`config.mk`:
```
export PLATFORM = sky130hd
export DESIGN_NAME = amo_port_arbiter
export DESIGN_NICKNAME = d
export VERILOG_FILES = /design/src/rtl/amo_arb_pkg.sv /design/src/rtl/rr_pick.sv /design/src/rtl/amo_port_arbiter.sv
export SDC_FILE = /design/constraint.sdc
export NUM_CORES = 1
export LEC_CHECK = 0
export CORE_AREA = 2 2 299 301
export CTS_CLUSTER_SIZE = 28
export DETAILED_ROUTE_END_ITERATION = 6
export DIE_AREA = 0 0 301 303
export GPL_TIMING_DRIVEN = 0
export PLACE_DENSITY = 0.36
export SETUP_SLACK_MARGIN = 0.5
export SKIP_LAST_GASP = 1
export SYNTH_ARGS = -nofsm -noshare
export SYNTH_HDL_FRONTEND = slang
export SYNTH_SLANG_ARGS = --single-unit
```
`constraint.sdc`:
```
create_clock -name clk_i -period 1.6 [get_ports clk_i]
set_input_delay 0.4 -clock clk_i [delete_from_list [all_inputs] [get_ports clk_i]]
set_output_delay 0.4 -clock clk_i [all_outputs]
set_load 0.01 [all_outputs]
```
`src/rtl/amo_arb_pkg.sv`:
```
// amo_port_arbiter shared definitions.
// FSM encodings and AMO field width.
package amo_arb_pkg;

   localparam logic [0:0] IDLE = 1'b0;
   localparam logic [0:0] BUSY = 1'b1;

   localparam int AMO_TYPE_W = 5;

endpackage

```
`src/rtl/rr_pick.sv`:
```
// Combinational round-robin picker.
// Rotates the request vector by ptr so the first set bit is the winner.
module rr_pick
   import amo_arb_pkg::*;
#(
   parameter int N  = 2,
   parameter int IW = (N > 1) ? $clog2(N) : 1
) (
   input  logic [N-1:0]  req,
   input  logic [IW-1:0] ptr,
   output logic [N-1:0]  gnt_onehot,
   output logic [IW-1:0] gnt_idx,
   output logic          any
);

   logic [N-1:0]  rot;
   logic [IW-1:0] off;
   int            sum;

   // Doubling the vector turns the wrap-around scan into a plain shift.
   always_comb rot = N'({req, req} >> ptr);

   always_comb begin
      off = '0;
      for (int i = N - 1; i >= 0; i--) begin
         if (rot[i]) off = IW'(i);
      end
   end

   always_comb begin
      sum = int'(ptr) + int'(off);
      if (sum >= N) sum = sum - N;
   end

   assign any        = |req;
   assign gnt_idx    = IW'(sum);
   assign gnt_onehot = any ? (N'(1) << gnt_idx) : '0;

endmodule

```
`src/rtl/amo_port_arbiter.sv`:
```
// Round-robin arbiter sharing the atomic unit port among N cores.
// One transaction at a time; grant held until downstream done.
module amo_port_arbiter
   import amo_arb_pkg::*;
#(
   parameter int N      = 2,
   parameter int XLEN   = 32,
   parameter int CLSIZE = 128
) (
   input  logic                    clk_i,
   input  logic                    rst_ni,
   input  logic [N-1:0]            core_strobe_i,
   input  logic [N*XLEN-1:0]       core_addr_i,
   input  logic [N-1:0]            core_rw_i,
   input  logic [N*CLSIZE-1:0]     core_data_i,
   input  logic [N-1:0]            core_is_amo_i,
   input  logic [N*AMO_TYPE_W-1:0] core_amo_type_i,
   output logic [N-1:0]            core_done_o,
   output logic [CLSIZE-1:0]       core_data_o,
   output logic [N-1:0]            au_core_id_o,
   output logic                    au_strobe_o,
   output logic [XLEN-1:0]         au_addr_o,
   output logic                    au_rw_o,
   output logic [CLSIZE-1:0]       au_data_o,
   output logic                    au_is_amo_o,
   output logic [AMO_TYPE_W-1:0]   au_amo_type_o,
   input  logic                    au_done_i,
   input  logic [CLSIZE-1:0]       au_data_i
);

   localparam int IW = (N > 1) ? $clog2(N) : 1;

   logic [0:0]    state;
   logic [N-1:0]  grant;
   logic [IW-1:0] prio_ptr;
   logic [IW-1:0] win_idx;

   logic [N-1:0]  pick_oh;
   logic [IW-1:0] pick_idx;
   logic          pick_any;

   rr_pick #(
      .N  (N),
      .IW (IW)
   ) u_pick (
      .req        (core_strobe_i),
      .ptr        (prio_ptr),
      .gnt_onehot (pick_oh),
      .gnt_idx    (pick_idx),
      .any        (pick_any)
   );

   always_ff @(posedge clk_i or negedge rst_ni) begin
      if (!rst_ni) begin
         state    <= IDLE;
         grant    <= '0;
         prio_ptr <= '0;
         win_idx  <= '0;
      end else begin
         case (state)
            IDLE: begin
               if (pick_any) begin
                  state   <= BUSY;
                  grant   <= pick_oh;
                  win_idx <= pick_idx;
               end
            end
            BUSY: begin
               if (au_done_i) begin
                  state    <= IDLE;
                  grant    <= '0;
                  prio_ptr <= (win_idx == IW'(N - 1)) ? '0 : win_idx + 1'b1;
               end
            end
            default: begin
               state <= IDLE;
               grant <= '0;
            end
         endcase
      end
   end

   // grant is zero in IDLE, so every mux below yields 0 there.
   always_comb begin
      au_addr_o     = '0;
      au_rw_o       = 1'b0;
      au_data_o     = '0;
      au_is_amo_o   = 1'b0;
      au_amo_type_o = '0;
      for (int k = 0; k < N; k++) begin
         au_addr_o     |= core_addr_i[k*XLEN +: XLEN] & {XLEN{grant[k]}};
         au_rw_o       |= core_rw_i[k] & grant[k];
         au_data_o     |= core_data_i[k*CLSIZE +: CLSIZE] & {CLSIZE{grant[k]}};
         au_is_amo_o   |= core_is_amo_i[k] & grant[k];
         au_amo_type_o |= core_amo_type_i[k*AMO_TYPE_W +: AMO_TYPE_W]
                          & {AMO_TYPE_W{grant[k]}};
      end
   end

   assign au_strobe_o  = |(core_strobe_i & grant);
   assign au_core_id_o = grant;
   assign core_done_o  = (state == BUSY && au_done_i) ? grant : '0;
   assign core_data_o  = au_data_i;

endmodule

```
==> flow_summary.toml, run 1 <==
[sta]
hold_viol_final = 0
clock_skew_ns = 0.000383
setup_viol = 171
period_share_pct = 128
slew_headroom_pct = 81.0
tightest_slew_ns = 0.284
rsz0062_at_grt = "true"
worst_slack_ns = -0.449
slew_viol_final = 0
fmax_mhz = 488
fin_crit_ns = 2.05

[synth]
ys_ff_latch = 5
synth_seq_area_share_pct = 4.18
synth_warnings = 0
syn_avg_cell_area_sq_um = 8.41
syn_inst = 356
netlist_area_sq_um = 2990
synth.distinct_cells = 16
synth_nets = 823

[clock_network]
clk_pin_slew_worst_paths_ns = 0.03
cts_tree = "built"
clockBufferDepth = 2
cts-buffers-inserted = 3
clk_latency_ns = 0.23
root_buffer = "clkbuf_16"
clkSinkCount = 5
holdBufCountCts = 0
htree_levels = 1

[drt]
dr.pass1.iters = 4
vias = 5806
final_antenna_net_count = 0
vias_per_cell = 2.63
wl_per_cell_um = 21.0
initialDrtViolationCount = 157
drc = 0
drt-total-wl_mm = 46.2

[final_layout]
final_common_cell = "clkdlybuf4s50_1"
area_growth_pct = 284
fill_cells = 10100
design_area_sq_um = 11500
drive_above_1_share_pct = 39.5
final_nets = 1502
final_cell_mix = "clkdlybuf4s50_1, a22o_1, buf_4"

[placement]
gp_congestion = 0.764
placed_area_sq_um = 10900
hpwl_mm = 40.8
numPortBuffers = 638

[die]
initial_utilization_pct = 3.40
ios = 767
die_x_um = 301
die-area_sq_um = 91200
die_h_um = 303
core_sq_um = 88000
rows = 109

[grt]
grt_max_degree = 11
first_global_vias = 6064
antenna_found_initial = 25
grt_overflow = 0
grt_usage_pct = 9.17
grt_pass1_wl_mm = 55.7

[hold_path]
hp-class = "primary input to asynchronous set/reset pin"

[pwr]
leakage_nw = 5.74
total_power_mw = 6.15
ir_worst_vdd_mv = 0.213
power.density_nw_per_um2 = 535

[critical_path]
critPathMaxFanout = 2
worstReg2RegEnd = "au_core_id_o[0]"
cp.required_ns = 1.20
critPathKind = "flip-flop to primary output"
r2r_start = "au_core_id_o[0]"
cp_data_arrival_time_ns = 1.65
r2r_cells = 7
start_kind = "flip-flop"
crit_path_end_kind = "primary output"
r2r_slack_ns = 0.01

[run_status]
status = "finished, violations left"
violations = "negative setup slack"

[flow_run]
max_cap_viol_count = 0
worst max-delay path, cell delays in order, from the launching register on:
cell	delay, ns
dfrtp_2	0.44
buf_4	0.15
buf_6	0.10
buf_6	0.10
buf_6	0.10
buf_6	0.10
buf_6	0.10
buf_6	0.10
buf_6	0.10
buf_4	0.13
timing repair:
action / CTS / global route
pin swaps: 3 / 8
resized for setup: 746 / 227
cloned: 9 / 4
endpoints found under the hold margin: 0 / 0
setup endpoints to repair: 304 / 296
buffers inserted: 20 / 3
area by class of cell:
cell class | count | area [sq um] | area share (%)
sequential | 5 | 128 | 1.11
tap | 1165 | 1460 | 12.7
inverter | 1 | 3.75 | 0.0326
buffer | 167 | 1530 | 13.3
clock buffer | 4 | 78.8 | 0.685
multi-input combinational | 183 | 1670 | 14.5
antenna | 5 | 12.5 | 0.109
timing repair buffer | 674 | 6620 | 57.5
logic make-up after synthesis:
kind of cell	Yosys count	synth area share, %
AND/OR/NAND/NOR	7	1.34
AO/OA/AOI/OAI	174	50.5
flip-flops	5	4.18
multiplexers	2	0.669
buffers and inverters	168	43.3
how the worst max path moves through the flow:
stage,slack [ns],endpoint,depth (start not counted),start
detailed placement,-1.04,au_data_o[28],5,au_core_id_o[0]
floorplan,0.16,au_data_o[100],4,au_core_id_o[0]
global placement,-1.03,au_data_o[28],5,au_core_id_o[0]
global route,-0.49,au_data_o[71],6,au_core_id_o[0]
finish,-0.45,au_core_id_o[0],9,au_core_id_o[0]
CTS,-0.49,au_data_o[55],5,au_core_id_o[0]
layer usage:
layer	GRT usage, %	up-vias	share of wire, %
met5	0	-	0.10
met4	1.90	8	1.5
met3	2.96	30	9.9
met2	16.2	492	50
met1	10.8	2655	39
li1	-	2621	-
sequential cells by signal, summed over array words and instances, names as in the netlist:
name	cells
au_core_id_o	2
prio_ptr	1
state	1
win_idx	1
cell usage after synthesis:
| library cell | instances | area share [%] |
|---|---|---|
| nand2_1 | 1 | 0.13 |
| a31oi_1 | 1 | 0.21 |
| buf_6 | 22 | 8.3 |
| dfrtp_1 | 5 | 4.2 |
| o22ai_1 | 1 | 0.21 |
| a21oi_1 | 2 | 0.33 |
| o2bb2ai_1 | 1 | 0.29 |
| nand2b_1 | 1 | 0.21 |
| buf_4 | 128 | 32 |
| buf_2 | 17 | 2.8 |
| mux2i_1 | 2 | 0.67 |
| nor2b_1 | 2 | 0.42 |
| and3_1 | 2 | 0.42 |
| a22o_1 | 169 | 49 |
| inv_1 | 1 | 0.13 |
| nor3_1 | 1 | 0.17 |
report_power, final:
group	leakage [nW]	switching [mW]	internal, mW	total [mW]
logic	5.64	2.29	3.26	5.56
clock network	0.0382	0.0822	0.330	0.412
registers	0.0567	0.0269	0.154	0.181
total	5.74	2.40	3.75	6.15
metrics by stage:
step	utilization (%)	cells	setup slack [ns]	hold slack, ns	setup TNS (ns)
final	13.1	2204	-0.449	0.421	-56.77
after global routing	13.1	2202	-0.495	0.440	-64.56
after CTS	12.8	2192	-0.489	0.423	-66.78
after detailed placement	12.3	2159	-1.04	0.464	-106.85
after global placement	12.3	2159	-1.03	0.463	-106.99
after floorplan	-	356	0.161	0.104	0
Power figures use the tool's default switching activity.
==> run 2, diff against run 1 <==
--- a/config.mk
+++ b/config.mk
@@ -6,10 +6,12 @@
 export NUM_CORES = 1
 export LEC_CHECK = 0
 export CORE_AREA = 2 2 299 301
+export CTS_BUF_LIST = sky130_fd_sc_hd__clkbuf_2
 export CTS_CLUSTER_SIZE = 28
 export DETAILED_ROUTE_END_ITERATION = 6
 export DIE_AREA = 0 0 301 303
 export GPL_TIMING_DRIVEN = 0
+export MAX_ROUTING_LAYER = met4
 export PLACE_DENSITY = 0.36
 export SETUP_SLACK_MARGIN = 0.5
 export SKIP_LAST_GASP = 1
==> flow_summary.toml, run 2 (synthesis results as in run 1) <==
[pwr]
power.density_nw_per_um2 = 512
leakage_nw = 5.74
ir_worst_vdd_mv = 0.200

[critical_path]
critPathSlowestCell = "dfrtp_2"
crit_top_cell = "buf_6"
cp_data_arrival_time_ns = 1.65
cp.required_ns = 1.20
cpPeakStageDelay_ns = 0.44
r2r_slack_ns = 0
crit_path_end_kind = "primary output"
path_delay_family = "buffers and inverters"
start_kind = "flip-flop"
critPathKind = "flip-flop to primary output"
cp.buffers_inverters = 9
critical_path.cell_chain = "buf_4, buf_6, buf_6, buf_6, buf_6, buf_6, buf_6, buf_6, buf_4"
r2r_start = "au_core_id_o[0]"
crit_path_start = "au_core_id_o[0]"
critPathMaxFanout = 2

[sta]
slew_viol_final = 0
slew_headroom_pct = 81.2
hold_viol_final = 0
worst_slack_ns = -0.453
tightest_slew_ns = 0.281
holdWs_ns = 0.415
rsz0062_at_grt = "true"
fmax_mhz = 487
period_share_pct = 128
fin_crit_ns = 2.05
tns_ns = -57.81
clock_skew_ns = 0.00282
setup_viol = 171

[final_layout]
drive_above_1_share_pct = 39.5
final_nets = 1503
final_cell_mix = "clkdlybuf4s50_1, a22o_1, buf_4"
final_common_cell = "clkdlybuf4s50_1"
area_growth_pct = 283
largest_reg_flops = 2
design_area_sq_um = 11500

[grt]
first_global_vias = 6107
grt_usage_pct = 9.44
grt_overflow = 0
antenna_found_initial = 26
grt_pass1_wl_mm = 55.6
grt_max_degree = 11

[clock_network]
clk_latency_ns = 0.23
clk_pin_slew_worst_paths_ns = 0.06
htree_levels = 1
clockBufferDepth = 2
cts-buffers-inserted = 3
clkSinkCount = 5
root_buffer = "clkbuf_2"
cts_tree = "built"

[run_status]
status = "finished, violations left"
violations = "negative setup slack"

[die]
core_sq_um = 88000
die-area_sq_um = 91200
rows = 109
die_x_um = 301
die_h_um = 303
initial_utilization_pct = 3.40
ios = 767

[placement]
placed_area_sq_um = 10900
gp_congestion = 0.774
hpwl_mm = 40.8
numPortBuffers = 638

[drt]
drt-total-wl_mm = 46.3
drc = 0
vias = 5845
vias_per_cell = 2.64
final_antenna_net_count = 0
initialDrtViolationCount = 174
wl_per_cell_um = 20.9
dr.pass1.iters = 4

[flow_run]
max_cap_viol_count = 0

[hold_path]
hp-class = "primary input to asynchronous set/reset pin"
-- run 2: changes by cell type in the layout (fill, tap and decap cells not counted), sizes merged --
cell	before	now
clkdlybuf4s50	336	335
dlymetal6s2s	114	116
diode	5	13
-- run 2: power breakdown --
part	internal [mW]	leakage, nW	switching (mW)
clock network	0.0662	0.0167	0.0570
logic	3.26	5.67	2.30
registers	0.153	0.0567	0.0303
total	3.48	5.74	2.39
-- run 2: timing repair --
action / in CTS / in global routing
setup buffers: 21 / 3
pin swaps: 3 / 7
gates resized for setup: 744 / 225
hold buffers: 0 / 0
hold endpoints to repair: 0 / 0
cloned: 9 / 4
endpoints found under the setup margin: 304 / 297
-- run 2: routing by layer --
layer  share of wire [%]  global-route usage [%]  up-vias
met2                  50                    16.3      488
met1                  39                    10.9     2696
met5                   0                       -        -
li1                    -                       -     2639
met3                 9.6                    2.65       22
met4                0.94                    1.82        0
-- run 2: worst paths after layout --
path / endpoint / cells after the start
hold / removal: au_core_id_o[1] / 1
setup reg to reg: au_core_id_o[0] / 7
min in group clk_i: prio_ptr / 1
hold reg to reg: prio_ptr / 1
setup / recovery: au_core_id_o[0] / 9
max in group asynchronous: au_core_id_o[0] / 1
-- run 2: layout make-up --
cell class,count,area (sq um)
Multi-Input combinational cell,183,1670
Clock buffer,4,20.0
Timing Repair Buffer,675,6630
Sequential cell,5,128
Tap cell,1165,1460
Inverter,1,3.75
Buffer,167,1530
Antenna cell,13,32.5
Fill cell,10100,76500
-- run 2: through the flow --
stage	cells	total power [mW]	utilization, %	setup WS (ns)
CTS	2193	5.96	12.7	-0.496
global route	2209	6.27	13.0	-0.526
finish	2213	5.87	13.0	-0.453
detailed placement	2159	5.54	12.3	-1.04
global placement	2159	5.56	12.3	-1.03
floorplan	356	2.23	-	0.161
